File: src/rtl/gpu_text_pkg.sv
// ============================================================================
// Module  : gpu_text_pkg
// Brief   : Shared constants, control codes and FSM encoding for the text console.
// Revision: 1.0
// ============================================================================
`default_nettype none

package gpu_text_pkg;
    localparam int COLS          = 80;
    localparam int ROWS          = 25;
    localparam int WORDS_PER_ROW = COLS / 4;

    localparam logic [31:0] BLANK_WORD = 32'h2020_2020;

    localparam logic [7:0] CH_LF = 8'h0A;
    localparam logic [7:0] CH_CR = 8'h0D;
    localparam logic [7:0] CH_BS = 8'h08;
    localparam logic [7:0] CH_FF = 8'h0C;

    localparam logic [7:0] PRINT_MIN = 8'h20;
    localparam logic [7:0] PRINT_MAX = 8'h7E;

    typedef enum logic [2:0] {
        ST_IDLE      = 3'd0,
        ST_EXEC      = 3'd1,
        ST_SCROLL_RD = 3'd2,
        ST_SCROLL_WR = 3'd3,
        ST_CLEAR     = 3'd4
    } state_t;
endpackage

`default_nettype wire

File: src/rtl/gpu_text_cursor.sv
// ============================================================================
// Module  : gpu_text_cursor
// Brief   : Cursor position register, edit operations and byte-to-word/lane map.
// Revision: 1.0
// ============================================================================
`default_nettype none

module gpu_text_cursor #(
    parameter int COLS    = gpu_text_pkg::COLS,
    parameter int ROWS    = gpu_text_pkg::ROWS,
    parameter int VRAM_AW = 9
) (
    input  logic               clk,
    input  logic               reset,
    input  logic               op_print_i,
    input  logic               op_lf_i,
    input  logic               op_cr_i,
    input  logic               op_bs_i,
    input  logic               op_home_i,
    output logic [6:0]         cur_col_o,
    output logic [4:0]         cur_row_o,
    output logic [VRAM_AW-1:0] word_addr_o,
    output logic [1:0]         lane_o,
    output logic               wrap_o,
    output logic               scroll_req_o
);
    localparam int c_bw = VRAM_AW + 2;

    logic [6:0]      col_q, col_d;
    logic [4:0]      row_q, row_d;
    logic            w_adv_row;
    logic [c_bw-1:0] w_baddr;

    assign w_baddr      = c_bw'(row_q) * c_bw'(COLS) + c_bw'(col_q);
    assign word_addr_o  = w_baddr[c_bw-1:2];
    assign lane_o       = w_baddr[1:0];
    assign wrap_o       = (col_q == 7'(COLS - 1));
    // Cursor sits on the last row: any row advance now must scroll instead.
    assign scroll_req_o = (row_q == 5'(ROWS - 1));
    assign cur_col_o    = col_q;
    assign cur_row_o    = row_q;

    always_comb begin
        col_d     = col_q;
        row_d     = row_q;
        w_adv_row = 1'b0;
        if (op_home_i) begin
            col_d = '0;
            row_d = '0;
        end else if (op_print_i) begin
            if (wrap_o) begin
                col_d     = '0;
                w_adv_row = 1'b1;
            end else begin
                col_d = col_q + 7'd1;
            end
        end else if (op_lf_i) begin
            col_d     = '0;
            w_adv_row = 1'b1;
        end else if (op_cr_i) begin
            col_d = '0;
        end else if (op_bs_i && (col_q != '0)) begin
            col_d = col_q - 7'd1;
        end
        if (w_adv_row && !scroll_req_o) begin
            row_d = row_q + 5'd1;
        end
    end

    always_ff @(posedge clk) begin
        if (reset) begin
            col_q <= '0;
            row_q <= '0;
        end else begin
            col_q <= col_d;
            row_q <= row_d;
        end
    end
endmodule

`default_nettype wire

File: src/rtl/gpu_text_console.sv
// ============================================================================
// Module  : gpu_text_console
// Brief   : Byte-stream text console writing ASCII into gpu_vram port A, with
//           line wrap, row-copy scrolling and screen clear.
// Revision: 1.0
// ============================================================================
`default_nettype none

module gpu_text_console #(
    parameter int COLS           = gpu_text_pkg::COLS,
    parameter int ROWS           = gpu_text_pkg::ROWS,
    parameter int VRAM_AW        = 9,
    parameter bit CLEAR_ON_RESET = 1'b1
) (
    input  logic               clk,
    input  logic               reset,
    input  logic [7:0]         in_data,
    input  logic               in_valid,
    output logic               in_ready,
    output logic [VRAM_AW-1:0] vram_addr,
    output logic [31:0]        vram_wdata,
    output logic [3:0]         vram_wstrb,
    input  logic [31:0]        vram_rdata,
    output logic [6:0]         cur_col,
    output logic [4:0]         cur_row,
    output logic               busy
);
    import gpu_text_pkg::*;

    localparam int c_row_words    = COLS / 4;
    localparam int c_scroll_words = (ROWS - 1) * c_row_words;
    localparam int c_total_words  = ROWS * c_row_words;

    localparam logic [VRAM_AW:0] c_row_step    = (VRAM_AW+1)'(c_row_words);
    localparam logic [VRAM_AW:0] c_scroll_last = (VRAM_AW+1)'(c_scroll_words - 1);
    localparam logic [VRAM_AW:0] c_clear_last  = (VRAM_AW+1)'(c_total_words - 1);

    state_t             state_q, state_d;
    logic [VRAM_AW:0]   cnt_q, cnt_d;
    logic [7:0]         data_q;

    logic               w_exec, w_printable;
    logic               w_op_print, w_op_lf, w_op_cr, w_op_bs, w_op_home;
    logic [6:0]         w_col;
    logic [4:0]         w_row;
    logic [VRAM_AW-1:0] w_word;
    logic [1:0]         w_lane;
    logic               w_wrap, w_at_bottom, w_scroll;

    assign w_exec      = (state_q == ST_EXEC) && !reset;
    assign w_printable = (data_q >= PRINT_MIN) && (data_q <= PRINT_MAX);
    assign w_op_print  = w_exec && w_printable;
    assign w_op_lf     = w_exec && (data_q == CH_LF);
    assign w_op_cr     = w_exec && (data_q == CH_CR);
    assign w_op_bs     = w_exec && (data_q == CH_BS);
    assign w_op_home   = w_exec && (data_q == CH_FF);
    // A row advance on the last row turns into a scroll.
    assign w_scroll    = w_at_bottom && (w_op_lf || (w_op_print && w_wrap));

    gpu_text_cursor #(
        .COLS    (COLS),
        .ROWS    (ROWS),
        .VRAM_AW (VRAM_AW)
    ) u_cursor (
        .clk          (clk),
        .reset        (reset),
        .op_print_i   (w_op_print),
        .op_lf_i      (w_op_lf),
        .op_cr_i      (w_op_cr),
        .op_bs_i      (w_op_bs),
        .op_home_i    (w_op_home),
        .cur_col_o    (w_col),
        .cur_row_o    (w_row),
        .word_addr_o  (w_word),
        .lane_o       (w_lane),
        .wrap_o       (w_wrap),
        .scroll_req_o (w_at_bottom)
    );

    assign cur_col = reset ? 7'd0 : w_col;
    assign cur_row = reset ? 5'd0 : w_row;

    always_comb begin
        state_d    = state_q;
        cnt_d      = cnt_q;
        in_ready   = 1'b0;
        busy       = 1'b0;
        vram_addr  = '0;
        vram_wdata = '0;
        vram_wstrb = '0;
        case (state_q)
            ST_IDLE: begin
                in_ready = 1'b1;
                if (in_valid) state_d = ST_EXEC;
            end
            ST_EXEC: begin
                if (w_op_print) begin
                    vram_addr  = w_word;
                    vram_wdata = {4{data_q}};
                    vram_wstrb = 4'b0001 << w_lane;
                end
                cnt_d = '0;
                if (w_op_home)     state_d = ST_CLEAR;
                else if (w_scroll) state_d = ST_SCROLL_RD;
                else               state_d = ST_IDLE;
            end
            ST_SCROLL_RD: begin
                busy      = 1'b1;
                vram_addr = VRAM_AW'(cnt_q + c_row_step);
                state_d   = ST_SCROLL_WR;
            end
            ST_SCROLL_WR: begin
                busy       = 1'b1;
                vram_addr  = VRAM_AW'(cnt_q);
                vram_wdata = vram_rdata;
                vram_wstrb = 4'hF;
                cnt_d      = cnt_q + 1'b1;
                // The counter carries straight on into the last-row blanking.
                state_d    = (cnt_q == c_scroll_last) ? ST_CLEAR : ST_SCROLL_RD;
            end
            ST_CLEAR: begin
                busy       = 1'b1;
                vram_addr  = VRAM_AW'(cnt_q);
                vram_wdata = BLANK_WORD;
                vram_wstrb = 4'hF;
                cnt_d      = cnt_q + 1'b1;
                if (cnt_q == c_clear_last) state_d = ST_IDLE;
            end
            default: state_d = ST_IDLE;
        endcase
        if (reset) begin
            in_ready   = 1'b0;
            busy       = 1'b0;
            vram_addr  = '0;
            vram_wdata = '0;
            vram_wstrb = '0;
        end
    end

    always_ff @(posedge clk) begin
        if (reset) begin
            state_q <= CLEAR_ON_RESET ? ST_CLEAR : ST_IDLE;
            cnt_q   <= '0;
            data_q  <= '0;
        end else begin
            state_q <= state_d;
            cnt_q   <= cnt_d;
            if ((state_q == ST_IDLE) && in_valid) data_q <= in_data;
        end
    end
endmodule

`default_nettype wire

File: config.mk
export PLATFORM = sky130hd
export DESIGN_NAME = gpu_text_console
export DESIGN_NICKNAME = d
export VERILOG_FILES = /design/src/rtl/gpu_text_pkg.sv /design/src/rtl/gpu_text_cursor.sv /design/src/rtl/gpu_text_console.sv
export SDC_FILE = /design/constraint.sdc
export NUM_CORES = 1
export LEC_CHECK = 0
export CORE_MARGIN = 10
export CORE_UTILIZATION = 40
export CTS_BUF_LIST = sky130_fd_sc_hd__clkbuf_4 sky130_fd_sc_hd__clkbuf_8
export DETAILED_ROUTE_END_ITERATION = 7
export PLACE_DENSITY = 0.81
export SYNTH_ARGS = -nofsm -noshare
export SYNTH_HDL_FRONTEND = slang
export SYNTH_SLANG_ARGS = --single-unit
File: constraint.sdc
create_clock -name clk -period 6.55 [get_ports clk]
set_input_delay 1.31 -clock clk [delete_from_list [all_inputs] [get_ports clk]]
set_output_delay 1.31 -clock clk [all_outputs]
set_load 0.005 [all_outputs]
After elaboration in Yosys (flattened, before gate mapping)
Index checks and enable logic that the tools add are counted.
Widths: inputs -> output; s select.
Storage, ports and cells
  bits in registers: 33
  input port bits: 43
  output and inout port bits: 59
  word-level logic and storage cells: 86
Operators by class
  add/subtract/negate cells: 6
  multipliers: 1
  $lt $le $gt $ge: 2
  equality and inequality tests: 14
  shift-type cells: 1
  muxes and demuxes: 33
  reductions and logical operators: 24
Operator list (number)
  $pmux 32 s3: 1
  $mux 32: 2
  $mux 7: 6
  $eq 8x4->1 const B: 4
  $pmux 9 s3: 1
  $eq 10x9->1 const B: 2
  $pmux 10 s2: 1
  $mux 9: 2
  $mux 5: 3
  $pmux 3 s5: 1
  $logic_and 1x1->1: 12
  $mux 3: 4
  $add 11x7->11: 1
  $add 10x1->10 const B: 1
  $add 9x5->9 const B: 1
  $ge 8x6->1 const B: 1
  $le 8x7->1 const B: 1
  $mux 1: 8
  $mux 4: 2
  $pmux 4 s2: 1
  $add 7x1->7 const B: 1
  $eq 7x7->1 const B: 1
  $mul 5x3->7 const B: 1
  $reduce_bool 7->1: 1
  other kinds (17): 22

Logic depth before layout (Yosys ltp)
Gate-level depths: netlist of the first run.
  word-level depth: 9
  gate-level depth with buffers: 9
  gate-level depth less buffers: 9

Hierarchy
From an unflattened synthesis of the first run, not the netlist that was laid out.
Unflattened totals
  cell total of the unflattened synthesis: 451
  area total of the unflattened synthesis: 3224.3 um2
By module, submodules not included
  gpu_text_console: times used 1, cells each 306, area an instance 2009.4 um2, seq. area each 420.4 um2
  gpu_text_cursor: times used 1, cells each 145, area an instance 1214.9 um2, seq. area each 240.2 um2

Worst setup path before layout of the first run
OpenSTA, ideal clock, no wires.
  path kind: in2out
  start point: input reset
  end point: output vram_wdata[10]
  arrival: 2.460 ns
  required time: 5.240 ns
  path slack: 2.780 ns
  cell stages on the path: 6
  path buffers: 1
  cell sequence: nor2_1 > o211ai_2 > nor2_1 > clkbuf_1 > nand2_1 > a21oi_1
Between the ends
  longest elaborated chain between the ends: 6
RTL lines
  start: declaration: line gpu_text_console.sv:16  | input logic reset,
  $logic_not 1->1: line gpu_text_console.sv:50  | assign w_exec = (state_q == ST_EXEC) && !reset;
  $logic_and 1x1->1: line gpu_text_console.sv:50
  $logic_and 1x1->1: line gpu_text_console.sv:52  | assign w_op_print = w_exec && w_printable;
  $mux 32: line gpu_text_console.sv:97  | if (w_op_print) begin
  $pmux 32 s3: line gpu_text_console.sv:91  | case (state_q)
  $mux 32 *: line gpu_text_console.sv:131  | if (reset) begin
  end: declaration: line gpu_text_console.sv:21  | output logic [31:0] vram_wdata,
Every way passes the cells marked *; elsewhere a longest branch is shown, timed or not.

Worst setup path in the final report of the first run
  start point: input reset
  end point: output vram_wdata[11]
Same word-level chain as after synthesis.

==> results of run 1 <==
worst paths after layout:
| path | startpoint | to | cells after the start |
|---|---|---|---|
| hold / removal | data_q[7]$_SDFFE_PP0P_ | data_q[7]$_SDFFE_PP0P_ | 2 |
| setup reg to reg | state_q[0]$_SDFFE_PP0P_ | cnt_q[3]$_SDFFE_PP0N_ | 4 |
| setup / recovery | reset | vram_wdata[11] | 7 |
| hold reg to reg | data_q[7]$_SDFFE_PP0P_ | data_q[7]$_SDFFE_PP0P_ | 2 |
layout by cell type (no fill, tap or decap), types with 11 or more instances in the layout:
cell type          n
and3_1            12
nand2_1           69
o21ai_0           16
inv_1             13
nand3_1           15
nor2b_1           11
clkdlybuf4s50_1  101
ha_1              19
dfxtp_1           33
nor2_1            36
a21oi_1           67
state kept, by name, summed over array words and instances, names as in the netlist:
register and flops:
u_cursor.cur_col_o 7, state_q 3, data_q 8, u_cursor.cur_row_o 5
cnt_q 10
cells in the mapped netlist (all sizes together), types with 3 or more instances:
cell,instances,area [um2]
xnor2,6,52.6
nor4b,3,32.5
nor3b,6,61.3
a21oi,68,344
nor4,4,25.0
nand2b,4,25.0
nor2b,11,68.8
clkbuf,19,71.3
or2,3,18.8
nand4b,4,35.0
or3,4,25.0
inv,14,52.6
and2,3,18.8
a221oi,3,26.3
o31a,3,26.3
o211ai,3,27.5
dfxtp,33,661
buf,11,65.1
nor2,36,135
o21ai,18,90.1
nand2,69,259
nand4,7,43.8
a211oi,6,50.1
nand3,15,75.1
a21o,6,45.0
nor3,7,35.0
a31oi,3,18.8
o311a,3,30.0
and3,12,75.1
ha,19,238
a22oi,5,37.5
worst max-delay path, cell delays in order:
cell and delay (ns):
clkdlybuf4s50_1 0.46, nor2_1 0.24, o211ai_2 0.26, nor2_1 0.59
nand2_1 0.33, a21oi_1 0.21, clkdlybuf4s50_1 0.57
logic make-up (layout without fill, tap and decap cells):
family,count (synthesis),in the layout
adder cells (fa/ha/maj),21,21
AO/OA/AOI/OAI,138,138
AND/OR/NAND/NOR,196,196
flip-flops,33,33
buffers and inverters,44,123
XOR/XNOR,7,7
multiplexers,2,2
metrics by stage:
stage | setup slack, ns | hold WS (ns) | total power [mW]
6_report | 1.27 | 0.492 | 0.402
5_1_grt | 1.07 | 0.523 | 0.414
3_3_place_gp | 1.44 | 0.474 | 0.262
2_1_floorplan | 2.78 | 0.437 | 0.223
3_5_place_dp | 1.32 | 0.481 | 0.262
4_1_cts | 1.33 | 0.491 | 0.403
power by group through the flow:
stage	logic, mW	clock network (mW)	registers (mW)
after floorplan	0.0151	0	0.208
after global placement	0.0523	0	0.209
after detailed placement	0.0527	0	0.209
after CTS	0.0531	0.145	0.205
after global routing	0.0564	0.152	0.205
final	0.0528	0.144	0.205
metal layers:
layer / routed length (um) / up-vias / part of all wire / track usage
met1: 4300 / 1672 / 0.40 / 0.220
met5: 0 / - / 0 / 0
met3: 723 / 20 / 0.067 / 0.0303
met4: 198 / 0 / 0.018 / 0.0506
li1: - / 1767 / - / -
met2: 5640 / 145 / 0.52 / 0.300
final cells by class:
| type | count | area, um2 |
|---|---|---|
| Clock buffer | 5 | 68.8 |
| Sequential cell | 33 | 661 |
| Tap cell | 102 | 128 |
| Timing Repair Buffer | 103 | 1030 |
| Fill cell | 728 | 3460 |
| Inverter | 14 | 52.6 |
| Clock inverter | 1 | 5.00 |
| Multi-Input combinational cell | 364 | 2250 |
==> results.md, run 1 <==
- Status: finished, final reports clean
- Gr ovfl total: 0
- TritonCTS Buffers: 5
- Cell variety after synth: 64
- Worst VDD drop: 0.0614 mV
- Crit Path Max Fanout: 11
- Non-Filler Instances: 622
- Syn-to-layout area delta: 35.2%
- Hold_buf cts: 0
- Crit share post-route: 0.805
- Post-synthesis mux area share: 0.00687
- Share of cells above drive strength 1: 0.0365
- CP required: 5.24 ns
- Cells after Synth: 441
- Placed Cells: 616
- Residual DRC: 0
- Leakage: 1.47 nW
- Final Max Slew Viols: 0
- GRT Total Usage: 0.176
- Comb pwr share: 0.131
- Pwr Density: 96.0 nW/um2
- Routed len/inst: 17.5 um
- Vert. Die Dim: 108 um
- Core Util, Final: 0.548
- Max Cap Viol: 0
- Clk_lat worst skew: 0.29 ns
- Core area: 7650 um2
- H-tree level count: 2
- Slew @ Worst Pin: 1.15 ns
- Post-DP HPWL: 8310 um
- Fmax: 0.190 GHz
- Final hold violation count: 0
- Global-route wire length before repair: 16800 um
- Switch share: 0.240
- Vias in the first global route: 3211
- Clock slew at reported path FFs: 0.06 ns
- Synth Register Bits: 33
- Max Clock Skew: 0.00622 ns
- CTS root buffer: clkbuf_8
- Routed Antenna Nets: 0
- Setup TNS: 0 ns
- Post-Syn Nets: 505
- Setup Fix Bufs, Post-CTS: 0
- Antenna violations before repair: 0
- Register-to-register setup slack: 3.79 ns
- DRT iter0 DRCs: 326
- Synth Warn #: 0
- Fin area: 4190 um2
- Detailed Route WL: 10900 um
- Port bufs: 101
- Antenna cells: 0
- Post-synth ARST share: 0
- CTS Sinks: 33
- Die area: 11700 um2
- Setup CP Type: in -> out
- Initial Util: 0.405
- Placer Congestion: 0.923
- Post-Synth XOR/XNOR Area: 0.0198
- Seq pwr share: 0.510
- Crit start category: input port
- CTS-repair resized insts: 0
- Clk buf depth: 2
- Dpl cell area: 4110 um2
- Chip width: 108 um
- Largest net degree at the start of global routing: 41
- NetSw: 0.0966 mW
- Slew headroom: 0.236
- Post-Synth Simple-Gate Area: 0.323
- Clk pwr share: 0.359
- Prevailing post-synth register cell: dfxtp_1
- # setup viols final: 0
- Hold WC Path Type: reg -> reg
- Compound-cell area share of the yosys netlist: 0.286
- RSZ-0062 raised after global routing: no
- Mapped Area: 3100 um2
- IO Count: 102
- Int Pwr: 0.305 mW
- CTS tree: yes
- Critical path endpoint category: output port
- Adder-cell share of the synthesized area: 0.0897
- Avg Cell Area, Syn: 7.02 um2
- Main combinational cell family by area after synthesis: simple AND/OR/NAND/NOR gates
- Final net count: 585
- FP Rows: 32
- Number of synthesized flops with an enable pin: 0
- Final worst path period need: 5.28 ns
- DR pass1 iterations: 6
- Register area share after synthesis: 0.213
- Vias per cell: 5.79
- CP Data Arrival Time: 3.97 ns
- Via count: 3604
No activity file was read; power rests on OpenSTA's default activity.
==> run 2, diff against run 1 <==
--- a/config.mk
+++ b/config.mk
@@ -9,7 +9,7 @@
 export CORE_UTILIZATION = 40
 export CTS_BUF_LIST = sky130_fd_sc_hd__clkbuf_4 sky130_fd_sc_hd__clkbuf_8
 export DETAILED_ROUTE_END_ITERATION = 7
-export PLACE_DENSITY = 0.81
+export PLACE_DENSITY = 0.84
 export SYNTH_ARGS = -nofsm -noshare
 export SYNTH_HDL_FRONTEND = slang
 export SYNTH_SLANG_ARGS = --single-unit
==> constraint.sdc (replaced) <==
create_clock -name clk -period 4.29 [get_ports clk]
set_input_delay 0.858 -clock clk [delete_from_list [all_inputs] [get_ports clk]]
set_output_delay 0.858 -clock clk [all_outputs]
set_load 0.005 [all_outputs]
==> results.md, run 2 (synthesis results as in run 1) <==
- Fmax: 0.249 GHz
- DR pass1 iterations: 5
- RSZ-0062 raised after global routing: no
- IO Count: 102
- Clk_lat worst skew: 0.29 ns
- Vias in the first global route: 3362
- Leading cell type in the layout, fill and taps excluded: clkdlybuf4s50_1
- Comb pwr share: 0.117
- Pwr Total: 0.712 mW
- Placer Congestion: 0.934
- Hold WC Path Type: reg -> reg
- Max Cap Viol: 0
- Syn-to-layout area delta: 38.1%
- H-tree level count: 2
- CTS tree: yes
- CP required: 3.43 ns
- DRT iter0 DRCs: 272
- Die area: 11700 um2
- # setup viols final: 0
- Worst r2r src: state_q[0]$_SDFFE_PP0P_
- Hold Path Stages: 2
- Detailed Route WL: 11100 um
- Routed Antenna Nets: 0
- Setup CP Type: reg -> out
- Setup Fix Bufs, Post-CTS: 0
- Max Clock Skew: 0.00333 ns
- Residual DRC: 0
- Share of cells above drive strength 1: 0.0512
- Worst R2R Path Depth: 5
- Pwr Density: 166 nW/um2
- Core area: 7650 um2
- Vias per cell: 5.81
- Post-DP HPWL: 8330 um
- Crit Path Max Fanout: 6
- Worst path slowest cell: clkdlybuf4s50_1
- Setup TNS: 0 ns
- Routed len/inst: 17.6 um
- Crit share post-route: 0.937
- Antenna violations before repair: 0
- FP Rows: 32
- Final Max Slew Viols: 0
- Port bufs: 101
- Slew @ Worst Pin: 0.913 ns
- Clk pwr share: 0.445
- Gr ovfl total: 0
- Max FFs per register: 10
- Final worst path period need: 4.02 ns
- Final hold violation count: 0
- Clock slew at reported path FFs: 0.07 ns
- Seq pwr share: 0.438
- Vert. Die Dim: 108 um
- Global-route wire length before repair: 17100 um
- Critical path endpoint category: output port
- CTS root buffer: clkbuf_8
- Antenna cells: 0
- Leakage: 1.52 nW
- Critical Path Source: u_cursor.cur_row_o[1]$_SDFFE_PP0P_
- Placed Cells: 621
- TritonCTS Buffers: 5
- Largest register by flop count: cnt_q
- Final net count: 590
- Int Pwr: 0.556 mW
- Fill cells: 711
- Hold path startpoint: data_q[3]$_SDFFE_PP0P_
- Non-Filler Instances: 629
- Largest stage delay, worst path: 0.55 ns
- NetSw: 0.156 mW
- CTS Sinks: 33
- Chip width: 108 um
- Initial Util: 0.405
- Status: finished, final reports clean
- Crit start category: flip-flop
- Clk buf depth: 2
- Via count: 3654
- Slew headroom: 0.389
- Largest net degree at the start of global routing: 34
- CP cell instances: ha_1 > ha_1 > inv_1 > fa_1 > nor4b_2 > xnor2_1 > xnor2_1 > o32ai_1 > clkdlybuf4s50_1
- Commonest non-fill, non-tap cells in the layout: 101 x clkdlybuf4s50_1, 69 x nand2_1, 67 x a21oi_1
- Switch share: 0.219
- Worst VDD drop: 0.170 mV
- GRT Total Usage: 0.177
- CP Data Arrival Time: 3.16 ns
==> run 2: metrics by stage <==
stage | hold WS (ns) | worst slack, ns | utilization | cell area, um2
after detailed placement | 0.486 | 0.454 | 0.543 | 4150
final | 0.498 | 0.271 | 0.559 | 4280
after global placement | 0.472 | 0.536 | 0.543 | 4150
after floorplan | 0.437 | 1.18 | - | 3100
after CTS | 0.495 | 0.136 | 0.559 | 4270
after global routing | 0.528 | 0.0776 | 0.559 | 4280
==> run 2: worst max-delay path: cells and delay by family (launching register included) <==
family          cells  cell delay (ns)
fa+ha+maj           3             0.96
buf+inv             2             0.62
flops               1             0.47
simple gates        1             0.33
xor+xnor            2             0.26
compound gates      1             0.24
==> run 2: repair_timing <==
item                                    CTS  global route
endpoints found under the hold margin     0             0
gates resized for setup                   0             1
hold buffers                              0             0
endpoints found under the setup margin    0             1
==> run 2: layout make-up <==
cell class              instances  area [um2]  share of cell area
clock inverters                 1        30.0             0.00702
inverters                      14        52.6              0.0123
flip-flops and latches         33         661               0.154
clock buffers                   7        90.1              0.0211
repair buffers                108        1060               0.249
multi-input cells             364        2250               0.527
well taps                     102         128              0.0298
==> run 2: path summary, 6_finish.rpt <==
kind	endpoint	slack, ns
setup / recovery	vram_addr[8]	0.27
hold / removal	data_q[3]$_SDFFE_PP0P_	0.50
setup reg to reg	u_cursor.cur_col_o[2]$_SDFFE_PP0P_	1.77
hold reg to reg	data_q[3]$_SDFFE_PP0P_	0.50
==> run 2: metal layers <==
layer | GRT usage | wire (um) | vias up
met1 | 0.218 | 4470 | 1714
met3 | 0.0321 | 604 | 31
li1 | - | - | 1773
met2 | 0.304 | 5780 | 136
met4 | 0.0553 | 233 | 0
met5 | 0 | 0 | -
==> run 2: power groups by stage <==
stage | clock, mW | sequential, mW | combinational [mW]
detailed placement | 0 | 0.319 | 0.0824
CTS | 0.318 | 0.312 | 0.0833
finish | 0.317 | 0.312 | 0.0834
floorplan | 0 | 0.318 | 0.0231
global route | 0.332 | 0.312 | 0.0895
global placement | 0 | 0.319 | 0.0812
